==> src/rtl/reg_pkg.sv <==
// Shared register-file definitions: select codes, default widths, readback FSM states.
// Latency: n/a (declarations only).
// Backpressure: n/a.
// Used by reg_readback and reg_snapshot_mux; the select codes are also meant for the
// register file's own write-address decode so both sides agree on the encoding.
package reg_pkg;

    // Default register / data width.
    localparam int REG_DATA_W = 8;

    // Default select-code width.
    localparam int REG_SEL_W  = 2;

    // Register select codes.
    localparam logic [1:0] SEL_A   = 2'b00;
    localparam logic [1:0] SEL_B   = 2'b01;
    localparam logic [1:0] SEL_OUT = 2'b10;
    localparam logic [1:0] SEL_INV = 2'b11;

    // Beat index of the last beat in a burst (A=0, B=1, out=2).
    localparam logic [1:0] LAST_BURST_IDX = 2'd2;

    // Readback FSM states.
    typedef enum logic [1:0] {
        RB_IDLE = 2'd0,
        RB_SEND = 2'd1,
        RB_ERR  = 2'd2
    } rb_state_e;

    // Pick one of three register values by beat index.
    // Index 3 is never produced by the FSM and returns zero.
    function automatic logic [REG_DATA_W-1:0] pick3(
        input logic [1:0]            idx,
        input logic [REG_DATA_W-1:0] va,
        input logic [REG_DATA_W-1:0] vb,
        input logic [REG_DATA_W-1:0] vo
    );
        logic [REG_DATA_W-1:0] r;
        case (idx)
            SEL_A:   r = va;
            SEL_B:   r = vb;
            SEL_OUT: r = vo;
            default: r = '0;
        endcase
        return r;
    endfunction

endpackage

==> src/rtl/reg_snapshot_mux.sv <==
// Snapshot store for registers A, B and out, with beat-index read selection.
// Latency: snapshot loads on the clock edge with load=1; sel_data is combinational.
// Backpressure: none; the owner holds idx steady to keep sel_data stable.
//
// Ports:
//   clk, rst_n            clock and asynchronous active-low reset (snapshot clears to 0)
//   load                  capture in_a/in_b/in_out on the next rising edge
//   in_a, in_b, in_out    live register values from the register file
//   idx                   beat index 0=A, 1=B, 2=out
//   sel_data              value that will be stored at idx after this edge
//
// sel_data shows the post-edge view of the snapshot: when load is asserted it selects
// from the live inputs, otherwise from the stored copy. This lets the owner register the
// very first beat in the same edge that captures the snapshot.
module reg_snapshot_mux
    import reg_pkg::*;
#(
    parameter int DATA_W = REG_DATA_W
) (
    input  logic              clk,
    input  logic              rst_n,
    input  logic              load,
    input  logic [DATA_W-1:0] in_a,
    input  logic [DATA_W-1:0] in_b,
    input  logic [DATA_W-1:0] in_out,
    input  logic [1:0]        idx,
    output logic [DATA_W-1:0] sel_data
);

    logic [DATA_W-1:0] snap_a;
    logic [DATA_W-1:0] snap_b;
    logic [DATA_W-1:0] snap_out;

    // All three registers load together so a burst returns one coherent view.
    always_ff @(posedge clk or negedge rst_n) begin
        if (!rst_n) begin
            snap_a   <= '0;
            snap_b   <= '0;
            snap_out <= '0;
        end else if (load) begin
            snap_a   <= in_a;
            snap_b   <= in_b;
            snap_out <= in_out;
        end
    end

    logic [DATA_W-1:0] view_a;
    logic [DATA_W-1:0] view_b;
    logic [DATA_W-1:0] view_out;

    assign view_a   = load ? in_a   : snap_a;
    assign view_b   = load ? in_b   : snap_b;
    assign view_out = load ? in_out : snap_out;

    always_comb begin
        sel_data = '0;
        case (idx)
            SEL_A:   sel_data = view_a;
            SEL_B:   sel_data = view_b;
            SEL_OUT: sel_data = view_out;
            default: sel_data = '0;
        endcase
    end

endmodule

==> src/rtl/reg_readback.sv <==
// Register readback: returns A, B or out (single) or all three (burst) from a snapshot.
// Latency: rd_valid rises one cycle after the accepting rd_req edge; burst beats back-to-back.
// Backpressure: rd_valid/rd_ready; data, last, err hold while stalled; rd_req ignored when busy.
//
// Ports:
//   clk, rst_n          clock, asynchronous active-low reset (aborts any response at once)
//   rd_req              request, sampled only while idle
//   rd_sel              00=A, 01=B, 10=out, 11=invalid (error response); ignored in burst
//   rd_burst            1 = return A, B, out in that order
//   reg_a/reg_b/reg_out live register file outputs (observed only)
//   rd_data, rd_valid   returned beat and its valid
//   rd_ready            consumer accepts the current beat
//   rd_last             final beat of the response
//   rd_err              error response (invalid select), rd_data is 0
//   rd_busy             response in progress, new requests are dropped
//   rd_parity           (READBACK_PARITY_EN only) even parity of rd_data, 0 on error
//
// Optional feature macro: READBACK_PARITY_EN adds the rd_parity output.
module reg_readback
    import reg_pkg::*;
#(
    parameter int DATA_W = REG_DATA_W,
    parameter int SEL_W  = REG_SEL_W
) (
    input  logic              clk,
    input  logic              rst_n,
    input  logic              rd_req,
    input  logic [SEL_W-1:0]  rd_sel,
    input  logic              rd_burst,
    input  logic [DATA_W-1:0] reg_a,
    input  logic [DATA_W-1:0] reg_b,
    input  logic [DATA_W-1:0] reg_out,
    output logic [DATA_W-1:0] rd_data,
    output logic              rd_valid,
    input  logic              rd_ready,
    output logic              rd_last,
    output logic              rd_err,
    output logic              rd_busy
`ifdef READBACK_PARITY_EN
    ,
    output logic              rd_parity
`endif
);

    localparam logic [SEL_W-1:0] SEL_INV_W = SEL_W'(SEL_INV);

    rb_state_e         state_q;
    rb_state_e         state_d;
    logic [1:0]        idx_q;
    logic [1:0]        idx_d;
    logic              burst_q;
    logic              burst_d;
    logic              snap_load;
    logic              beat_last;
    logic [DATA_W-1:0] snap_sel;
    logic [DATA_W-1:0] rd_data_d;
    logic              rd_last_d;
    logic              rd_err_d;

    // Snapshot store; idx_d is used so the registered beat matches the next state.
    reg_snapshot_mux #(
        .DATA_W (DATA_W)
    ) u_snap (
        .clk      (clk),
        .rst_n    (rst_n),
        .load     (snap_load),
        .in_a     (reg_a),
        .in_b     (reg_b),
        .in_out   (reg_out),
        .idx      (idx_d),
        .sel_data (snap_sel)
    );

    // A single read is always its own last beat; a burst ends on the out register.
    assign beat_last = !burst_q || (idx_q == LAST_BURST_IDX);

    // Both flags come straight from the state flop, so reset drops them asynchronously.
    assign rd_valid = (state_q != RB_IDLE);
    assign rd_busy  = (state_q != RB_IDLE);

    // Next-state and next-output logic.
    always_comb begin
        state_d   = state_q;
        idx_d     = idx_q;
        burst_d   = burst_q;
        snap_load = 1'b0;
        rd_data_d = '0;
        rd_last_d = 1'b0;
        rd_err_d  = 1'b0;

        case (state_q)
            RB_IDLE: begin
                if (rd_req) begin
                    snap_load = 1'b1;
                    burst_d   = rd_burst;
                    if (rd_burst) begin
                        state_d = RB_SEND;
                        idx_d   = SEL_A;
                    end else if (rd_sel == SEL_INV_W) begin
                        state_d = RB_ERR;
                        idx_d   = SEL_A;
                    end else begin
                        state_d = RB_SEND;
                        idx_d   = rd_sel[1:0];
                    end
                end
            end
            RB_SEND: begin
                if (rd_ready) begin
                    if (beat_last) begin
                        state_d = RB_IDLE;
                        idx_d   = SEL_A;
                    end else begin
                        // Never wraps: beat_last stops the burst at index 2.
                        idx_d = idx_q + 2'd1;
                    end
                end
            end
            RB_ERR: begin
                if (rd_ready) begin
                    state_d = RB_IDLE;
                end
            end
            default: begin
                state_d = RB_IDLE;
                idx_d   = SEL_A;
            end
        endcase

        // Outputs follow the state being entered, so during a stall the same index is
        // re-selected from the unchanged snapshot and the beat holds.
        case (state_d)
            RB_SEND: begin
                rd_data_d = snap_sel;
                rd_last_d = !burst_d || (idx_d == LAST_BURST_IDX);
            end
            RB_ERR: begin
                rd_last_d = 1'b1;
                rd_err_d  = 1'b1;
            end
            default: begin
                rd_data_d = '0;
            end
        endcase
    end

    always_ff @(posedge clk or negedge rst_n) begin
        if (!rst_n) begin
            state_q <= RB_IDLE;
            idx_q   <= 2'd0;
            burst_q <= 1'b0;
            rd_data <= '0;
            rd_last <= 1'b0;
            rd_err  <= 1'b0;
        end else begin
            state_q <= state_d;
            idx_q   <= idx_d;
            burst_q <= burst_d;
            rd_data <= rd_data_d;
            rd_last <= rd_last_d;
            rd_err  <= rd_err_d;
        end
    end

`ifdef READBACK_PARITY_EN
    // rd_data_d is zero outside SEND, so parity is zero in ERR and IDLE automatically.
    always_ff @(posedge clk or negedge rst_n) begin
        if (!rst_n) begin
            rd_parity <= 1'b0;
        end else begin
            rd_parity <= ^rd_data_d;
        end
    end
`endif

endmodule

==> config.mk <==
export PLATFORM = sky130hd
export DESIGN_NAME = reg_readback
export DESIGN_NICKNAME = d
export VERILOG_FILES = /design/src/rtl/reg_pkg.sv /design/src/rtl/reg_snapshot_mux.sv /design/src/rtl/reg_readback.sv
export SDC_FILE = /design/constraint.sdc
export NUM_CORES = 1
export LEC_CHECK = 0
export BUFFER_PORTS_ARGS = -buffer_cell sky130_fd_sc_hd__buf_2
export CAP_MARGIN = 20
export CORE_ASPECT_RATIO = 1.1
export CORE_MARGIN = 4
export CORE_UTILIZATION = 50
export CTS_BUF_LIST = sky130_fd_sc_hd__clkbuf_4 sky130_fd_sc_hd__clkbuf_8
export CTS_CLUSTER_DIAMETER = 120
export CTS_CLUSTER_SIZE = 10
export DETAILED_ROUTE_END_ITERATION = 10
export PLACE_DENSITY = 0.84
export REMOVE_ABC_BUFFERS = 1
export SYNTH_ARGS = -nofsm -noshare
export SYNTH_HDL_FRONTEND = slang
export SYNTH_HIERARCHICAL = 1
export SYNTH_SLANG_ARGS = --single-unit
==> constraint.sdc <==
create_clock -name clk -period 2.2 [get_ports clk]
set_input_delay 0.44 -clock clk [delete_from_list [all_inputs] [get_ports clk]]
set_output_delay 0.44 -clock clk [all_outputs]
set_load 0.1 [all_outputs]
Word level (Yosys, flattened, before mapping)
Index checks and enable logic that the tools add are counted.
{"block": "op_classes", "addsub": 1, "mul": 0, "div": 0, "magnitude_cmp": 0, "eq_ne": 8, "shifts": 0, "muxes": 24, "bitwise_logic": 0, "n_reduce_logical": 7}
{"cell": "$mux 8", "count": 4}
{"cell": "$pmux 8 s3", "count": 1}
{"cell": "$mux 2", "count": 11}
{"cell": "$pmux 2 s3", "count": 2}
{"cell": "$eq 2x2->1 const B", "count": 5}
{"cell": "$eq 2x1->1 const B", "count": 3}
{"cell": "$mux 1", "count": 5}
{"cell": "$logic_not 2->1", "count": 2}
{"cell": "$add 2x1->2 const B", "count": 1}
{"cell": "$logic_not 1->1", "count": 2}
{"cell": "$logic_or 1x1->1", "count": 2}
{"cell": "$pmux 1 s2", "count": 1}
{"cell": "$reduce_bool 2->1", "count": 1}
{"block": "totals", "regBits": 39, "latch_bits": 0, "ramBits": 0, "rom_bits": 0, "inputBits": 31, "output_inout_bits": 12, "wordCells": 49, "n_memories": 0}

Depth between registers and ports, before layout
Gate-level depths: netlist of run 1.
{"block": "depth", "word_depth": 8, "depth_mapped": 10, "depth_no_buf": 9}

Hierarchy
Netlist of run 1, hierarchy kept.
{"module": "reg_snapshot_mux", "instances": 1, "cells_each": 72, "area_per_inst_um2": 1191.1, "seq_area_each_um2": 600.6}
{"module": "reg_readback", "instances": 1, "cells_each": 60, "area_per_inst_um2": 710.7, "seq_area_each_um2": 375.4}

Worst setup path before layout of run 1
OpenSTA, ideal clock, no wires.
{"block": "synth_path", "path_kind": "reg-to-reg", "start": "reg state_q[0]", "end": "reg rd_data[1]", "setup_time_ns": 0.119, "arrival_ns": 2.255, "t_required_ns": 2.081, "setup_slack_ns": -0.174, "stages_incl_launch_ff": 8, "path_buffers": 2, "period_less_slack_ns": 2.374, "path_cell_list": "dfrtp_1 or2_2 nor2_1 buf_6 buf_12 mux4_2 a22o_1 and2_1"}
{"block": "synth_between", "elab_chain_cells": 5}
{"element": "start, declared", "line": "reg_readback.sv:47", "source": "rb_state_e state_q;"}
{"element": "start signal, assigned", "line": "reg_readback.sv:156", "source": "state_q <= state_d;"}
{"element": "$logic_not 2->1 (*)", "line": "reg_readback.sv:91", "source": "case (state_q)"}
{"element": "$mux 1 (*)", "line": "reg_readback.sv:91"}
{"element": "net snap_load", "line": "reg_readback.sv:53", "source": "logic snap_load;"}
{"element": "$mux 8 (on tied branches)"}
{"element": "$pmux 8 s3 (*)", "line": "reg_snapshot_mux.sv:57", "source": "case (idx)"}
{"element": "net snap_sel[1]", "line": "reg_readback.sv:55", "source": "logic [DATA_W-1:0] snap_sel;"}
{"element": "$mux 8 (*)", "line": "reg_readback.sv:132", "source": "case (state_d)"}
{"element": "net rd_data_d[1]", "line": "reg_readback.sv:56", "source": "logic [DATA_W-1:0] rd_data_d;"}
{"element": "end signal, assigned", "line": "reg_readback.sv:159", "source": "rd_data <= rd_data_d;"}
{"element": "end, declared", "line": "reg_readback.sv:33", "source": "output logic [DATA_W-1:0] rd_data,"}
The timed path passes the listed nets; every way through them passes the cells marked *.

Worst setup path after layout of run 1
{"block": "layout_path", "start": "reg state_q[0]", "end": "reg rd_data[5]"}
{"block": "layout_between", "elab_chain_cells": 5}
{"element": "$eq 2x2->1 (tied with other cells)", "line": "reg_readback.sv:91"}
{"element": "$pmux 2 s3 (*)", "line": "reg_readback.sv:91"}
{"element": "net idx_d[1]", "line": "reg_readback.sv:50", "source": "logic [1:0] idx_d;"}
{"element": "$eq 2x2->1 (tied with other cells)", "line": "reg_snapshot_mux.sv:57"}
{"element": "$pmux 8 s3 (*)", "line": "reg_snapshot_mux.sv:57"}
{"element": "net snap_sel[5]", "line": "reg_readback.sv:55"}
{"element": "$mux 8 (*)", "line": "reg_readback.sv:132"}
{"element": "net rd_data_d[5]", "line": "reg_readback.sv:56"}
Marked as above.

==> results of run 1 <==
power breakdown:
part	switching, mW	internal [mW]	leakage, nW	total, mW
logic	1.22	0.902	0.572	2.12
clock network	0.237	0.367	0.0612	0.604
registers	0.148	1.04	0.475	1.19
worst max-delay path: stages, from the launching register on:
cell,delay (ns)
dfrtp_2,0.45
or4b_1,0.53
mux2i_1,0.21
or2_1,0.16
buf_4,0.13
clkinvlp_4,0.14
a22o_1,0.24
and2_1,0.14
registers in the layout (all words and copies together) (netlist names):
register,count
u_snap/snap_a,8
burst_q,1
u_snap/snap_b,8
idx_q,2
rd_data,8
u_snap/snap_out,8
rd_last,1
rd_err,1
state_q,2
layout make-up:
| cell class | instances | area [um^2] |
|---|---|---|
| repair buffers | 53 | 327 |
| clock buffers | 6 | 82.6 |
| clock inverters | 2 | 35.0 |
| well taps | 50 | 62.6 |
| inverters | 7 | 30.0 |
| multi-input cells | 79 | 865 |
| fillers | 278 | 1280 |
| flip-flops and latches | 39 | 977 |
what timing repair did:
item	CTS	global route
setup buffers	0	4
pin swaps	0	3
endpoints found under the setup margin	5	9
gates cloned	0	1
resized for setup	2	10
hold buffers	0	0
through the flow:
| stage | utilization | setup WS [ns] | total power [mW] | std cells | setup TNS, ns |
|---|---|---|---|---|---|
| finish | 0.651 | 0.0756 | 3.91 | 236 | 0 |
| global route | 0.651 | -0.00273 | 4.12 | 236 | -0.00273 |
| CTS | 0.630 | -0.00875 | 3.77 | 231 | -0.00875 |
| detailed placement | 0.597 | -0.0217 | 3.15 | 223 | -0.0709 |
| global placement | 0.597 | 0.0444 | 3.05 | 223 | 0 |
| floorplan | - | -1.79 | 2.71 | 125 | -49.00 |
synth_stat cells (2+ instances only):
cell       n  share of area
dfrtp_1   39           0.51
nor2_1     3         0.0059
nor2b_1    3         0.0099
and2_1     9          0.030
a21oi_1    2         0.0053
or2_2      2         0.0066
buf_2      2         0.0053
a22o_1     8          0.037
inv_1      7          0.014
mux4_2     5          0.059
ha_1       3          0.020
mux4_1     3          0.041
clkbuf_1   2         0.0039
nand2b_1   2         0.0066
mux2_2    25           0.15
logic make-up after synthesis:
family / Yosys count
AO/OA/AOI/OAI: 17
adder cells (fa/ha/maj): 3
multiplexers: 34
flip-flops: 39
AND/OR/NAND/NOR: 25
buffers and inverters: 14
layer usage:
metal  up-vias  share of wire
met5         -              0
met4         0          0.026
met3        10          0.058
met2        39           0.54
li1        586              -
met1       622           0.38
worst max-delay path by stage:
stage / start / endpoint / slack (ns) / depth (start not counted)
floorplan: state_q[0]$_DFF_PN0_ / rd_data[7]$_DFF_PN0_ / -1.79 / 5
global placement: rd_sel[0] / rd_data[1]$_DFF_PN0_ / 0.04 / 7
detailed placement: rd_req / rd_data[7]$_DFF_PN0_ / -0.02 / 8
CTS: idx_q[0]$_DFF_PN0_ / rd_data[7]$_DFF_PN0_ / -0.009 / 9
global route: idx_q[0]$_DFF_PN0_ / rd_data[5]$_DFF_PN0_ / -0.003 / 9
finish: state_q[0]$_DFF_PN0_ / rd_data[5]$_DFF_PN0_ / 0.08 / 7
==> impl_metrics.ini, run 1 <==
[synthesis]
synth_edf_count = 0
synth.avg_cell_area_um2 = 14.4
synth-main-ff-cell = dfrtp_1
ys_seq_area_frac = 0.513
synth_compound_area_frac = 0.0862
ys_seq_elements = 39
synth_xor_area_frac = 0
synth.distinct_cells = 32
synth-simple-area-share = 0.0836
synth_top_family_by_area = multiplexers
syn-cell-area_um2 = 1900
synth_fa_ha_area_frac = 0.0197
ys_warn_count = 6
synthMuxAreaShare = 0.254
ys_async_sr_fraction = 1.00
postSynthCellCount = 132

[sta]
min_period_over_period = 0.966
setup_viol = 0
fmax_mhz = 471
min_period_ns = 2.12
worstMarginPinSlew_ns = 0.828
slew_headroom = 0.448
holdWs_ns = 0.245
finalMaxSlewViolations = 0
clock_skew_ns = 0.00505
finalHoldViolCount = 0

[drt]
viasPerCell = 5.33
drt_iter0_markers = 42
dr_total_vias = 1257
dr.pass1.iters = 4
routed_wl_um = 3970
drcViolationCount = 0
ant_nets = 0
avgRoutedWirePerCell_um = 16.8

[run]
timing.max_cap.violations = 0

[worst_setup_path]
worstSetupPathType = register to register
worstPathRequired_ns = 2.38
worstReg2RegStart = state_q[0]$_DFF_PN0_
r2r_end = rd_data[5]$_DFF_PN0_
end_kind = register
critical_path.max_fanout = 8
startpoint_type = register
r2r_cells = 7
r2r_setup_slack_ns = 0.08
cp.arrival_ns = 2.30

[power]
worst_ir_drop_vdd_v = 0.000781
power.leakage_nw = 1.11
p_per_area_nw_per_um2 = 1650

[final_layout]
syn_to_final_growth_pct = 25.1
antenna_cells = 0
layout-drive-gt1-share = 0.559
final_cell_mix = buf_2, dfrtp_1, mux2_2
final_area_um2 = 2380
fin_nets = 219
mostFrequentLayoutCell = buf_2

[global_route]
grt_use_total = 0.170
grt_pass1_wl_um = 6080
overflow = 0
grt_max_degree = 40
use_met1 = 0.189
grt_use_met2 = 0.301
grt_pass1_vias = 1318
busiest_layer = met2
antenna_found_initial = 0
use_met3 = 0.0508

[floorplanning]
start_util = 0.520
row_count = 23
die_w_um = 66.8
dieHeight_um = 72.7
core_um2 = 3650
io-pin-count = 43
die_area_um2 = 4860

[clock_tree]
clk_path_buf_depth = 2
cts_tree = done
root_buffer = clkbuf_8
cts.sinks = 39
cts_buffers = 5
clk_pin_slew_worst_paths_ns = 0.07
cts-htree-levels = 2
clk_latency_ns = 0.29

[placement]
dpl-instance-area_um2 = 2180
dpl.hpwl_um = 2790
routabilityCongestion = 0.821
portBuffers = 42

[worst_hold_path]
hold_path.class = primary input to async pin

[status]
outcome = completed
No activity file was read; power rests on OpenSTA's default activity.
==> run 2: changes to the inputs <==
--- a/config.mk
+++ b/config.mk
@@ -9,12 +9,12 @@
 export CAP_MARGIN = 20
 export CORE_ASPECT_RATIO = 1.1
 export CORE_MARGIN = 4
-export CORE_UTILIZATION = 50
+export CORE_UTILIZATION = 45
 export CTS_BUF_LIST = sky130_fd_sc_hd__clkbuf_4 sky130_fd_sc_hd__clkbuf_8
 export CTS_CLUSTER_DIAMETER = 120
 export CTS_CLUSTER_SIZE = 10
 export DETAILED_ROUTE_END_ITERATION = 10
-export PLACE_DENSITY = 0.84
+export PLACE_DENSITY = 0.77
 export REMOVE_ABC_BUFFERS = 1
 export SYNTH_ARGS = -nofsm -noshare
 export SYNTH_HDL_FRONTEND = slang
==> impl_metrics.ini, run 2 (synthesis gave the netlist of run 1 again) <==
[clock_tree]
cts.sinks = 39
cts_hold_buf = 0
clk_path_buf_depth = 2
clk_pin_slew_worst_paths_ns = 0.07
cts-htree-levels = 2
root_buffer = clkbuf_8
clk_latency_ns = 0.28
cts_tree = done
cts_buffers = 5

[global_route]
grt_pass1_wl_um = 6620
grt_pass1_vias = 1465
grt_max_degree = 40
overflow = 0
antenna_found_initial = 0
grt_use_total = 0.155

[status]
outcome = completed

[sta]
setup_viol = 0
clock_skew_ns = 0.00461
finalHoldViolCount = 0
fmax_mhz = 468
worstMarginPinSlew_ns = 0.840
setup_slack_ns = 0.0648
min_period_over_period = 0.971
slew_headroom = 0.440
min_period_ns = 2.14
finalMaxSlewViolations = 0

[worst_setup_path]
critPathLaunch = state_q[0]$_DFF_PN0_
worstReg2RegStart = state_q[0]$_DFF_PN0_
r2r_setup_slack_ns = 0.06
r2r_cells = 6
cp.arrival_ns = 2.30
startpoint_type = register
worstSetupPathType = register to register
worstPathRequired_ns = 2.37
critical_path.max_fanout = 14
end_kind = register
r2r_end = rd_data[7]$_DFF_PN0_
endpoint = rd_data[7]$_DFF_PN0_

[drt]
dr.pass1.iters = 4
wl_met1_um = 1660
ant_nets = 0
avgRoutedWirePerCell_um = 16.9
drt_iter0_markers = 33
drcViolationCount = 0
dr_total_vias = 1278
wl_met2_um = 2120
viasPerCell = 5.37
routed_wl_um = 4010
highest-signal-layer = met4
wl_met3_um = 202

[floorplanning]
die_area_um2 = 5330
dieHeight_um = 76.2
io-pin-count = 43
die_w_um = 70.0
start_util = 0.473
row_count = 24
core_um2 = 4020

[power]
share_comb_of_total_power = 0.553
intPower_mw = 2.16
clockPowerShare = 0.128
sw_frac_of_total = 0.421
switchingPower_mw = 1.57
power.leakage_nw = 1.10
p_per_area_nw_per_um2 = 1590
worst_ir_drop_vdd_v = 0.000674
p_total_mw = 3.73
power.share.sequential = 0.320

[run]
timing.max_cap.violations = 0

[placement]
portBuffers = 42
dpl.hpwl_um = 2820
routabilityCongestion = 0.854
place_ws_ns = -0.158

[final_layout]
layout-drive-gt1-share = 0.538
syn_to_final_growth_pct = 23.6
fin_nets = 219
antenna_cells = 0
mostFrequentLayoutCell = buf_2
final_cell_mix = buf_2, dfrtp_1, mux2_2

[worst_hold_path]
hold_path.class = primary input to async pin
run 2: cell type report:
class | count | area, um^2
clock buffer | 7 | 83.8
clock inverter | 1 | 5.00
fill | 349 | 1670
inverter | 7 | 26.3
multi-input combinational | 79 | 863
sequential | 39 | 977
tap | 52 | 65.1
timing repair buffer | 53 | 330
run 2: worst max-delay path, cell delays in order (launching register included):
cell and delay, ns:
dfrtp_2 0.45, or2_2 0.35, nor2_4 0.15, buf_12 0.17, mux4_1 0.57, a22o_1 0.19, and2_1 0.16
run 2: metrics by stage:
step | cells | setup TNS (ns) | cell area, um^2 | util | hold slack (ns)
6_report | 238 | 0 | 2350 | 0.584 | 0.262
5_1_grt | 238 | -0.000497 | 2350 | 0.584 | 0.317
3_5_place_dp | 226 | -1.08 | 2190 | 0.545 | 0.489
4_1_cts | 234 | 0 | 2280 | 0.568 | 0.295
2_1_floorplan | 125 | -49.00 | 1850 | - | 0.144
3_3_place_gp | 226 | -0.244 | 2190 | 0.545 | 0.482
run 2: worst min-delay path by stage:
stage / startpoint / endpoint / cells past startpoint
after floorplan: rst_n / burst_q$_DFF_PN0_ / 0
after global placement: u_snap/snap_a[6]$_DFF_PN0_ / u_snap/snap_a[6]$_DFF_PN0_ / 1
after detailed placement: u_snap/snap_a[6]$_DFF_PN0_ / u_snap/snap_a[6]$_DFF_PN0_ / 1
after CTS: rst_n / u_snap/snap_b[4]$_DFF_PN0_ / 1
after global routing: rst_n / u_snap/snap_a[6]$_DFF_PN0_ / 1
final: rst_n / u_snap/snap_a[6]$_DFF_PN0_ / 1
run 2: power groups by stage:
stage | registers, mW | clock network (mW) | logic (mW)
after CTS | 1.19 | 0.484 | 1.96
after floorplan | 1.58 | 0 | 1.13
final | 1.19 | 0.476 | 2.06
after global routing | 1.24 | 0.531 | 2.20
after global placement | 1.18 | 0 | 1.87
after detailed placement | 1.21 | 0 | 1.95
run 2: what timing repair did:
item / 4_1_cts / 5_1_grt
cloned: 0 / 2
pin swaps: 0 / 1
buffers inserted: 0 / 2
resized for setup: 1 / 9
endpoints found under the setup margin: 8 / 8
run 2: layer usage:
| layer | up-vias | global-route usage |
|---|---|---|
| met5 | - | 0 |
| met4 | 0 | 0.0498 |
| met3 | 4 | 0.0435 |
| met2 | 43 | 0.278 |
| met1 | 641 | 0.176 |
| li1 | 590 | - |
==> run 3: changes to the inputs <==
--- a/config.mk
+++ b/config.mk
@@ -7,14 +7,17 @@
 export LEC_CHECK = 0
 export BUFFER_PORTS_ARGS = -buffer_cell sky130_fd_sc_hd__buf_2
 export CAP_MARGIN = 20
+export CELL_PAD_IN_SITES_DETAIL_PLACEMENT = 1
+export CELL_PAD_IN_SITES_GLOBAL_PLACEMENT = 1
 export CORE_ASPECT_RATIO = 1.1
 export CORE_MARGIN = 4
-export CORE_UTILIZATION = 45
+export CORE_UTILIZATION = 41
 export CTS_BUF_LIST = sky130_fd_sc_hd__clkbuf_4 sky130_fd_sc_hd__clkbuf_8
 export CTS_CLUSTER_DIAMETER = 120
 export CTS_CLUSTER_SIZE = 10
 export DETAILED_ROUTE_END_ITERATION = 10
-export PLACE_DENSITY = 0.77
+export MAX_ROUTING_LAYER = met4
+export PLACE_DENSITY = 0.76
 export REMOVE_ABC_BUFFERS = 1
 export SYNTH_ARGS = -nofsm -noshare
 export SYNTH_HDL_FRONTEND = slang
==> impl_metrics.ini, run 3 (synthesis gave the netlist of run 1 again) <==
[sta]
holdWs_ns = 0.250
clock_skew_ns = 0.00507
setup_viol = 0
slew_headroom = 0.435
finalMaxSlewViolations = 0
min_period_ns = 2.16
min_period_over_period = 0.980
fmax_mhz = 464
rsz0062_at_grt = yes
worstMarginPinSlew_ns = 0.847
finalHoldViolCount = 0

[worst_setup_path]
cp.arrival_ns = 2.34
r2r_end = rd_data[4]$_DFF_PN0_
r2r_cells = 9
worstReg2RegStart = idx_q[0]$_DFF_PN0_
startpoint_type = register
endpoint = rd_data[4]$_DFF_PN0_
worstPathRequired_ns = 2.38
worstSetupPathType = register to register
critPathLaunch = idx_q[0]$_DFF_PN0_
r2r_setup_slack_ns = 0.04
end_kind = register
critical_path.max_fanout = 5

[floorplanning]
start_util = 0.434
io-pin-count = 43
row_count = 25
die_area_um2 = 5790
core_um2 = 4380
die_w_um = 72.9
dieHeight_um = 79.4

[final_layout]
antenna_cells = 0
mostFrequentLayoutCell = buf_2
syn_to_final_growth_pct = 23.2
final_cell_mix = buf_2, dfrtp_1, mux2_2
layout-drive-gt1-share = 0.525
fin_nets = 216

[worst_hold_path]
hold_path.class = primary input to async pin

[power]
sw_frac_of_total = 0.414
switchingPower_mw = 1.59
power.share.sequential = 0.311
power.leakage_nw = 1.09
share_comb_of_total_power = 0.528
p_per_area_nw_per_um2 = 1630
p_total_mw = 3.83
worst_ir_drop_vdd_v = 0.000559
intPower_mw = 2.24
clockPowerShare = 0.160

[placement]
dpl.hpwl_um = 3170
portBuffers = 42
routabilityCongestion = 0.744

[drt]
dr.pass1.iters = 3
drcViolationCount = 0
routed_wl_um = 4380
viasPerCell = 5.32
avgRoutedWirePerCell_um = 18.5
dr_total_vias = 1262
ant_nets = 0
drt_iter0_markers = 71

[global_route]
overflow = 0
antenna_found_initial = 0
grt_pass1_vias = 1435
grt_max_degree = 40
grt_use_total = 0.165
grt_pass1_wl_um = 7010

[clock_tree]
cts_tree = done
clk_pin_slew_worst_paths_ns = 0.07
root_buffer = clkbuf_8
clk_path_buf_depth = 2
clk_latency_ns = 0.29
cts-htree-levels = 2
cts_buffers = 5
cts.sinks = 39

[run]
timing.max_cap.violations = 0

[status]
outcome = completed
-- run 3: cell types whose count changed in the layout (fill, tap and decap cells not counted), sizes merged --
cell    previous run  this run
buf               52        49
bufinv             0         1
clkbuf             8         7
-- run 3: metrics by stage --
| step | util | instance area, um^2 | setup slack, ns | std cells | setup TNS [ns] |
|---|---|---|---|---|---|
| 2_1_floorplan | - | 1850 | -1.79 | 125 | -49.00 |
| 3_3_place_gp | 0.498 | 2180 | 0.0808 | 226 | 0 |
| 3_5_place_dp | 0.498 | 2180 | 0.00967 | 226 | 0 |
| 4_1_cts | 0.525 | 2300 | 0.0435 | 234 | 0 |
| 5_1_grt | 0.535 | 2340 | -0.0389 | 237 | -0.201 |
| 6_report | 0.535 | 2340 | 0.0438 | 237 | 0 |
-- run 3: metal layers --
metal	part of all wire	up-vias	track usage
li1	-	579	-
met1	0.40	641	0.194
met2	0.53	34	0.278
met3	0.053	8	0.0378
met4	0.014	0	0.0554
met5	0	-	-
-- run 3: what timing repair did --
item,in CTS,in global routing
setup buffers,0,1
endpoints found under the setup margin,0,8
resized for setup,0,5
hold buffers,0,0
-- run 3: cell type report --
cell class	instances	area [um^2]
multi-input cells	79	857
clock inverters	2	35.0
flip-flops and latches	39	977
well taps	54	67.6
inverters	7	26.3
clock buffers	6	82.6
repair buffers	50	298
fillers	457	2040
-- run 3: power groups by stage --
stage | clock network [mW] | logic, mW | registers [mW]
floorplan | 0 | 1.13 | 1.58
global placement | 0 | 1.89 | 1.18
detailed placement | 0 | 1.97 | 1.21
CTS | 0.640 | 1.98 | 1.19
global route | 0.675 | 2.17 | 1.23
finish | 0.614 | 2.02 | 1.19
-- run 3: how the worst min path moves through the flow --
stage / to / slack [ns] / from / depth (start not counted)
4_1_cts: u_snap/snap_b[3]$_DFF_PN0_ / 0.28 / rst_n / 1
6_report: u_snap/snap_a[6]$_DFF_PN0_ / 0.25 / rst_n / 1
3_3_place_gp: u_snap/snap_a[7]$_DFF_PN0_ / 0.48 / u_snap/snap_a[7]$_DFF_PN0_ / 1
3_5_place_dp: u_snap/snap_out[4]$_DFF_PN0_ / 0.49 / u_snap/snap_out[4]$_DFF_PN0_ / 1
2_1_floorplan: burst_q$_DFF_PN0_ / 0.14 / rst_n / 0
5_1_grt: u_snap/snap_b[3]$_DFF_PN0_ / 0.31 / rst_n / 1
-- run 3: worst max-delay path, cell delays in order (launching register included) --
cell and delay, ns:
dfrtp_1 0.34, inv_1 0.07, ha_1 0.20, nand4bb_1 0.16, o2bb2a_1 0.33, o21ai_2 0.10, buf_4 0.19, mux4_2 0.30
a22o_1 0.20, and2_1 0.14
